==> src/rtl/mips32_prog_loader.sv <==
// Framed byte-stream loader: assembles big-endian words into the core's unified
// memory from address 0, verifies an XOR checksum, then releases the core.
`default_nettype none

module mips32_prog_loader #(
    parameter int          ADDR_W = 10,
    parameter logic [7:0]  MAGIC  = 8'hA5
) (
    input  logic              clk1,
    input  logic              rst_n,
    input  logic              in_valid,
    input  logic [7:0]        in_data,
    output logic              in_ready,
    input  logic              restart,
    output logic              mem_we,
    output logic [ADDR_W-1:0] mem_addr,
    output logic [31:0]       mem_wdata,
    output logic              core_run,
    output logic              busy,
    output logic [1:0]        err,
    output logic [ADDR_W:0]   word_cnt
);

    typedef enum logic [2:0] {
        S_IDLE   = 3'd0,
        S_LEN_HI = 3'd1,
        S_LEN_LO = 3'd2,
        S_DATA   = 3'd3,
        S_CSUM   = 3'd4,
        S_DONE   = 3'd5,
        S_ERR    = 3'd6
    } state_t;

    localparam logic [31:0]     CAPACITY = 32'd1 << ADDR_W;
    localparam logic [ADDR_W:0] WCNT_ONE = {{ADDR_W{1'b0}}, 1'b1};

    state_t              state_q, state_d;
    logic                armed_q;
    logic [15:0]         len_q, len_d;
    logic [1:0]          bidx_q, bidx_d;
    logic [23:0]         asm_q, asm_d;
    logic [7:0]          csum_q, csum_d;
    logic [ADDR_W:0]     wcnt_q, wcnt_d;
    logic                we_q, we_d;
    logic [ADDR_W-1:0]   addr_q, addr_d;
    logic [31:0]         wdata_q, wdata_d;
    logic [1:0]          err_q, err_d;

    logic                accept;
    logic [15:0]         len_full;
    logic [ADDR_W:0]     wcnt_inc;

    assign accept   = in_valid & in_ready;
    assign len_full = {len_q[15:8], in_data};
    assign wcnt_inc = wcnt_q + WCNT_ONE;

    always_ff @(posedge clk1 or negedge rst_n) begin
        if (!rst_n) begin
            state_q <= S_IDLE;
            armed_q <= 1'b0;
            len_q   <= '0;
            bidx_q  <= '0;
            asm_q   <= '0;
            csum_q  <= '0;
            wcnt_q  <= '0;
            we_q    <= 1'b0;
            addr_q  <= '0;
            wdata_q <= '0;
            err_q   <= 2'b00;
        end else begin
            state_q <= state_d;
            armed_q <= 1'b1;
            len_q   <= len_d;
            bidx_q  <= bidx_d;
            asm_q   <= asm_d;
            csum_q  <= csum_d;
            wcnt_q  <= wcnt_d;
            we_q    <= we_d;
            addr_q  <= addr_d;
            wdata_q <= wdata_d;
            err_q   <= err_d;
        end
    end

    always_comb begin
        state_d = state_q;
        len_d   = len_q;
        bidx_d  = bidx_q;
        asm_d   = asm_q;
        csum_d  = csum_q;
        wcnt_d  = wcnt_q;
        we_d    = 1'b0;
        addr_d  = addr_q;
        wdata_d = wdata_q;
        err_d   = err_q;

        case (state_q)
            S_IDLE: begin
                if (accept && in_data == MAGIC) state_d = S_LEN_HI;
            end
            S_LEN_HI: begin
                if (accept) begin
                    len_d[15:8] = in_data;
                    state_d     = S_LEN_LO;
                end
            end
            S_LEN_LO: begin
                if (accept) begin
                    len_d  = len_full;
                    wcnt_d = '0;
                    bidx_d = '0;
                    csum_d = '0;
                    if ({16'd0, len_full} > CAPACITY) begin
                        state_d = S_ERR;
                        err_d   = 2'b01;
                    end else if (len_full == 16'd0) begin
                        state_d = S_CSUM;
                    end else begin
                        state_d = S_DATA;
                    end
                end
            end
            S_DATA: begin
                if (accept) begin
                    asm_d  = {asm_q[15:0], in_data};
                    csum_d = csum_q ^ in_data;
                    bidx_d = bidx_q + 2'd1;
                    if (bidx_q == 2'd3) begin
                        we_d    = 1'b1;
                        addr_d  = wcnt_q[ADDR_W-1:0];
                        wdata_d = {asm_q, in_data};
                        wcnt_d  = wcnt_inc;
                        // Both sides zero-extended so N = 2**ADDR_W terminates without wrap.
                        if (32'(wcnt_inc) == {16'd0, len_q}) state_d = S_CSUM;
                    end
                end
            end
            S_CSUM: begin
                if (accept) begin
                    if (in_data == csum_q) begin
                        state_d = S_DONE;
                    end else begin
                        state_d = S_ERR;
                        err_d   = 2'b10;
                    end
                end
            end
            S_DONE: begin
                if (restart) state_d = S_IDLE;
            end
            S_ERR: begin
                if (restart) begin
                    state_d = S_IDLE;
                    err_d   = 2'b00;
                end
            end
            default: state_d = S_IDLE;
        endcase
    end

    assign in_ready  = armed_q && (state_q == S_IDLE || state_q == S_LEN_HI ||
                                   state_q == S_LEN_LO || state_q == S_DATA ||
                                   state_q == S_CSUM);
    assign busy      = (state_q == S_LEN_HI) || (state_q == S_LEN_LO) ||
                       (state_q == S_DATA) || (state_q == S_CSUM);
    assign core_run  = (state_q == S_DONE);
    assign mem_we    = we_q;
    assign mem_addr  = addr_q;
    assign mem_wdata = wdata_q;
    assign err       = err_q;
    assign word_cnt  = wcnt_q;

endmodule

`default_nettype wire

==> config.mk <==
export PLATFORM = sky130hd
export DESIGN_NAME = mips32_prog_loader
export DESIGN_NICKNAME = d
export VERILOG_FILES = /design/src/rtl/mips32_prog_loader.sv
export SDC_FILE = /design/constraint.sdc
export NUM_CORES = 1
export LEC_CHECK = 0
export CORE_MARGIN = 4
export CORE_UTILIZATION = 35
export CTS_CLUSTER_DIAMETER = 120
export DETAILED_ROUTE_END_ITERATION = 16
export DONT_BUFFER_PORTS = 1
export PLACE_DENSITY_LB_ADDON = 0.05
export SYNTH_ARGS = -nofsm -noshare
export SYNTH_HDL_FRONTEND = slang
export SYNTH_SLANG_ARGS = --single-unit
==> constraint.sdc <==
create_clock -name clk1 -period 4.7 [get_ports clk1]
set_clock_uncertainty 0.05 [all_clocks]
set_input_delay 0.235 -clock clk1 [delete_from_list [all_inputs] [get_ports clk1]]
set_output_delay 0.235 -clock clk1 [all_outputs]
set_load 0.005 [all_outputs]
; ---- Word-level counts from Yosys, hierarchy flattened
; Cells that the tools add are included.
[classes]
n_reduce_logical = 22
add_sub_neg = 2
muxes = 33
eq_ne = 21
magnitude_cmp = 1
bitwise_logic = 3
[op_table]
columns = operator, count
row1 = $mux W11, 3
row2 = $pmux W8 S2, 2
row3 = $mux W3, 10
row4 = $mux W8, 3
row5 = $pmux W11 S2, 1
row6 = $ne A2 B2 Y1 const B, 10
row7 = $pmux W3 S6, 1
row8 = $eq A11 B16 Y1, 1
row9 = $gt A16 B11 Y1 const B, 1
row10 = $logic_not A16 Y1, 1
row11 = $mux W2, 8
row12 = $add A11 B1 Y11 const B, 1
row13 = $eq A3 B3 Y1 const B, 3
row14 = $reduce_and A3 Y1, 3
row15 = $eq A8 B8 Y1, 1
row16 = $eq A8 B8 Y1 const B, 1
row17 = $reduce_and A8 Y1, 1
row18 = $xor A8 B8 Y8, 1
row19 = $logic_or A1 B1 Y1, 7
row20 = $eq A3 B2 Y1 const B, 2
row21 = $pmux W2 S3, 1
row22 = $reduce_and A6 Y1, 1
row23 = $pmux W2 S2, 1
row24 = $reduce_and A2 Y1, 2
row25 = 13 further kinds, 16
[totals]
reg_bits = 110
out_inout_bits = 59
inputBits = 12

; ---- Logic depth before layout (Yosys ltp)
[depth]
ltp_word = 10
depth_mapped = 8
ltp_nobuf = 7

; ---- Worst setup path after synthesis
; No wires, ideal clock.
[synth_path]
path_kind = reg-to-reg
start = reg wcnt_q[0] (netlist: word_cnt[0])
end = reg state_q[0]
arrival_time_ps = 1825
stages_incl_launch_ff = 8
path_buffers = 0
setup_ps = 124
setup_slack_ps = 2701
required_ps = 4526
path_cell_list = dfrtp_1 -> ha_1 -> nand2b_1 -> o211a_1 -> o32a_1 -> nor2_1 -> nand4_1 -> a211o_1
[synth_via]
elab_chain_len = 4
[synth_rtl]
columns = element, line
row1 = from (decl), 43  ; logic [ADDR_W:0] wcnt_q, wcnt_d;
row2 = from (signal assigned), 77  ; wcnt_q <= wcnt_d;
row3 = $add A11 B1 Y11, 55  ; assign wcnt_inc = wcnt_q + WCNT_ONE;
row4 = $eq A11 B16 Y1, 134  ; if (32'(wcnt_inc) == {16'd0, len_q}) state_d = S_CSUM;
row5 = $ne A2 B2 Y1 (no line), --
row6 = $reduce_and A8 Y1 (no line), --
row7 = to (signal assigned), 71  ; state_q <= state_d;
row8 = to (decl), 37  ; state_t state_q, state_d;
; Every way passes these cells.
; A chain may end at the register's enable or synchronous reset.

; ---- Worst setup path after layout
[layout_path]
start = reg state_q[0]
end = reg wcnt_q[6] (netlist: word_cnt[6])
[layout_via]
elab_chain_len = 9
elab_cells_between_ends = 17
cone_classes = 7 x eq/ne / 1 x mux / 1 x bitwise / 8 x reduce/logical
[layout_rtl]
columns = element, line
row1 = $eq A3 B1 Y1 / $logic_not A3 Y1 (equally long branches), 161  ; assign in_ready = armed_q && (state_q == S_IDLE || state_q == S_LEN_HI ||
row2 = $logic_or A1 B1 Y1 (2 in a row), 161
row3 = $logic_or A1 B1 Y1 (2 in a row), 162  ; state_q == S_LEN_LO || state_q == S_DATA ||
row4 = $logic_and A1 B1 Y1, 161
row5 = $and A1 B1 Y1, 53  ; assign accept = in_valid & in_ready;
row6 = $ne A2 B2 Y1 (no line), --
row7 = $reduce_and A4 Y1 (no line), --
; Parallel ways exist; a longest one is shown, timed or not.

==> flow_summary.toml <==
[hold_path]
hp-class = "input pin to flop"

[synthesis]
ys_ff_latch = 110
synth_cell_types = 60
synth_edf_count = 0
syn_inst = 556
yosysTopAreaCellShare = 0.545
ys.warnings.count = 0
ys.flop_type = "dfrtp_1"
synth_area_um2 = 5050
synth_top_area_cell = "dfrtp_1"
yosys-top-cells-area = "dfrtp_1 55%, nand2_1 16%, o21ai_0 4.1%"
synth-seq-area-share = 0.545
synth_nets = 570
synthArstFlopShare = 1.00
avgSynthCellArea_um2 = 9.08

[final_layout]
final_cell_mix = "218 x nand2_1, 110 x dfrtp_1, 41 x o21ai_0"
area_growth_pct = 10.3
final_area_um2 = 5570
drive_above_1_share = 0.0821
fin_nets = 558
n_antenna_cell = 0
final_core_util = 0.398
final_common_cell = "nand2_1"

[power_and_ir_drop]
switching_share = 0.328
pwr-share-comb = 0.227
p_int_uw = 1980
ir_worst_vdd_mv = 0.194
p_sw_uw = 971
p_seq_frac = 0.494
p_clk_frac = 0.279
leakage_uw = 0.00272
p_per_area_nw_per_um2 = 531

[grt]
grt_pass1_wl_mm = 21.3
grt_max_degree = 111
grt_pass1_vias = 3709
grt_overflow = 0
grt_util_all_layers = 0.168
antenna_found_initial = 0

[floorplanning]
ios = 71
die-area_um2 = 16400
die_h_um = 128
die_x_um = 128
start_util = 0.361
core-area_um2 = 14000
fp-row-count = 43

[route]
vias_per_cell = 5.16
drtAntennaViolNets = 0
wl_mm = 13.3
drt_iter0_drc = 219
via_count = 3753
drc = 0
post_drt_wl_per_cell_um = 18.2
first_pass_iters = 4

[sta]
setup_tns_ps = 0
slew_headroom = 0.320
setup_viol = 0
worst_pin_slew_ps = 1020
hold_viol_final = 0
hold_ws_ps = 74.0
fin_crit_sh = 0.559
fin_ws_ps = 2070
rsz0062_at_grt = "false"
fmax_mhz = 381
slew_viol_final = 0
final.min_clock_period_ps = 2630

[placed_design]
placed_area_um2 = 5140
place_congestion = 0.795
dp_hpwl_mm = 7.90
dp_slack_ps = 2070
io_buffer_count = 0

[cts]
htree_levels = 3
cts_buffer_depth = 2
cts_tree = "yes"
clkTransAtPathRegs_ps = 80
ctsRootBufferMaster = "clkbuf_16"
cts_resized = 0
clk_latency_ps = 350
numCtsBuffers = 9
cts_sinks = 110

[job]
cap_violations = 0

[critical_path]
path_class = "flop to flop"
start_kind = "flop"
cp-end-kind = "flop"
path_max_fanout = 29
critPathRequiredTime_ps = 4910
critPathArrivalTime_ps = 2830

[run_status]
outcome = "complete, no violations"
==> worst max-delay path: stages, from the launching register on <==
cell      delay, ps
dfrtp_1         600
nand3b_1        460
nor2_2          270
nand2_2          80
clkinv_1        360
buf_4           430
nand2_1          80
o21ai_0         190
==> area by class of cell <==
type	count	area (µm²)
Clock inverter	5	83.8
Clock buffer	10	229
Sequential cell	110	2750
Timing Repair Buffer	13	140
Multi-Input combinational cell	406	2120
Tap cell	180	225
Fill cell	1463	8420
Inverter	4	15.0
==> path summary, 6_finish.rpt <==
kind,start,to,slack [ps],depth (start not counted)
worst min-delay path,in_data[6],csum_q[6],70,3
worst min register to register,asm_q[23],mem_wdata[31],420,2
min in group asynchronous,rst_n,len_q[6],500,2
worst max-delay path,state_q[0],word_cnt[6],2070,7
max in group asynchronous,rst_n,mem_addr[5],3650,2
worst max register to register,state_q[0],word_cnt[6],2070,7
==> sequential cells by signal, summed over array words and instances (netlist names) <==
register   flops
len_q         16
state_q        3
mem_addr      10
asm_q         24
word_cnt      11
err            2
mem_we         1
csum_q         8
mem_wdata     32
bidx_q         2
armed_q        1
==> per-layer routing <==
| layer | share of wire | track usage | vias up |
|---|---|---|---|
| met3 | 0.057 | 0.0417 | 12 |
| met4 | 0.012 | 0.0524 | 0 |
| met5 | 0 | 0 | - |
| met1 | 0.50 | 0.244 | 1844 |
| met2 | 0.43 | 0.248 | 86 |
| li1 | - | - | 1811 |
==> stage by stage <==
| step | cells | power (µW) |
|---|---|---|
| 2_1_floorplan | 556 | 1950 |
| 3_3_place_gp | 703 | 2100 |
| 3_5_place_dp | 703 | 2120 |
| 4_1_cts | 728 | 3000 |
| 5_1_grt | 728 | 3160 |
| 6_report | 728 | 2960 |
==> logic make-up after synthesis <==
group / share of synthesized area
XOR/XNOR: 0.0347
buffers and inverters: 0.0347
AO/OA/AOI/OAI: 0.0912
other: 0.000743
adder cells (fa/ha/maj): 0.00694
flip-flops: 0.545
multiplexers: 0.0354
AND/OR/NAND/NOR: 0.251
==> power groups by stage <==
stage	registers, µW	logic (µW)	clock network (µW)
after floorplan	1380	572	0
after global placement	1470	627	0
after detailed placement	1480	638	0
after CTS	1460	680	856
after global routing	1500	770	887
final	1460	671	825
==> what timing repair did <==
action,4_1_cts,5_1_grt
hold buffers,10,0
buffers inserted,0,0
endpoints found under the hold margin,147,0
==> Yosys cell counts (2+ instances only) <==
| cell | instances |
|---|---|
| nor2_1 | 20 |
| a31oi_1 | 4 |
| nand2b_1 | 6 |
| and3_1 | 5 |
| clkbuf_1 | 18 |
| and2_1 | 4 |
| nor2b_1 | 2 |
| nor3b_1 | 2 |
| dfrtp_1 | 110 |
| o31ai_1 | 4 |
| a21oi_1 | 7 |
| o21ai_0 | 41 |
| ha_1 | 2 |
| nor4_1 | 4 |
| o21bai_1 | 2 |
| mux2_2 | 15 |
| inv_1 | 3 |
| and4_1 | 3 |
| nand4_1 | 4 |
| buf_2 | 16 |
| xor2_1 | 12 |
| nand2_1 | 219 |
| a22o_1 | 2 |
| or4_1 | 2 |
| nand3_1 | 5 |
| xnor2_1 | 8 |
| nor3_1 | 3 |
Note: power is estimated with default switching activity, not from simulation.
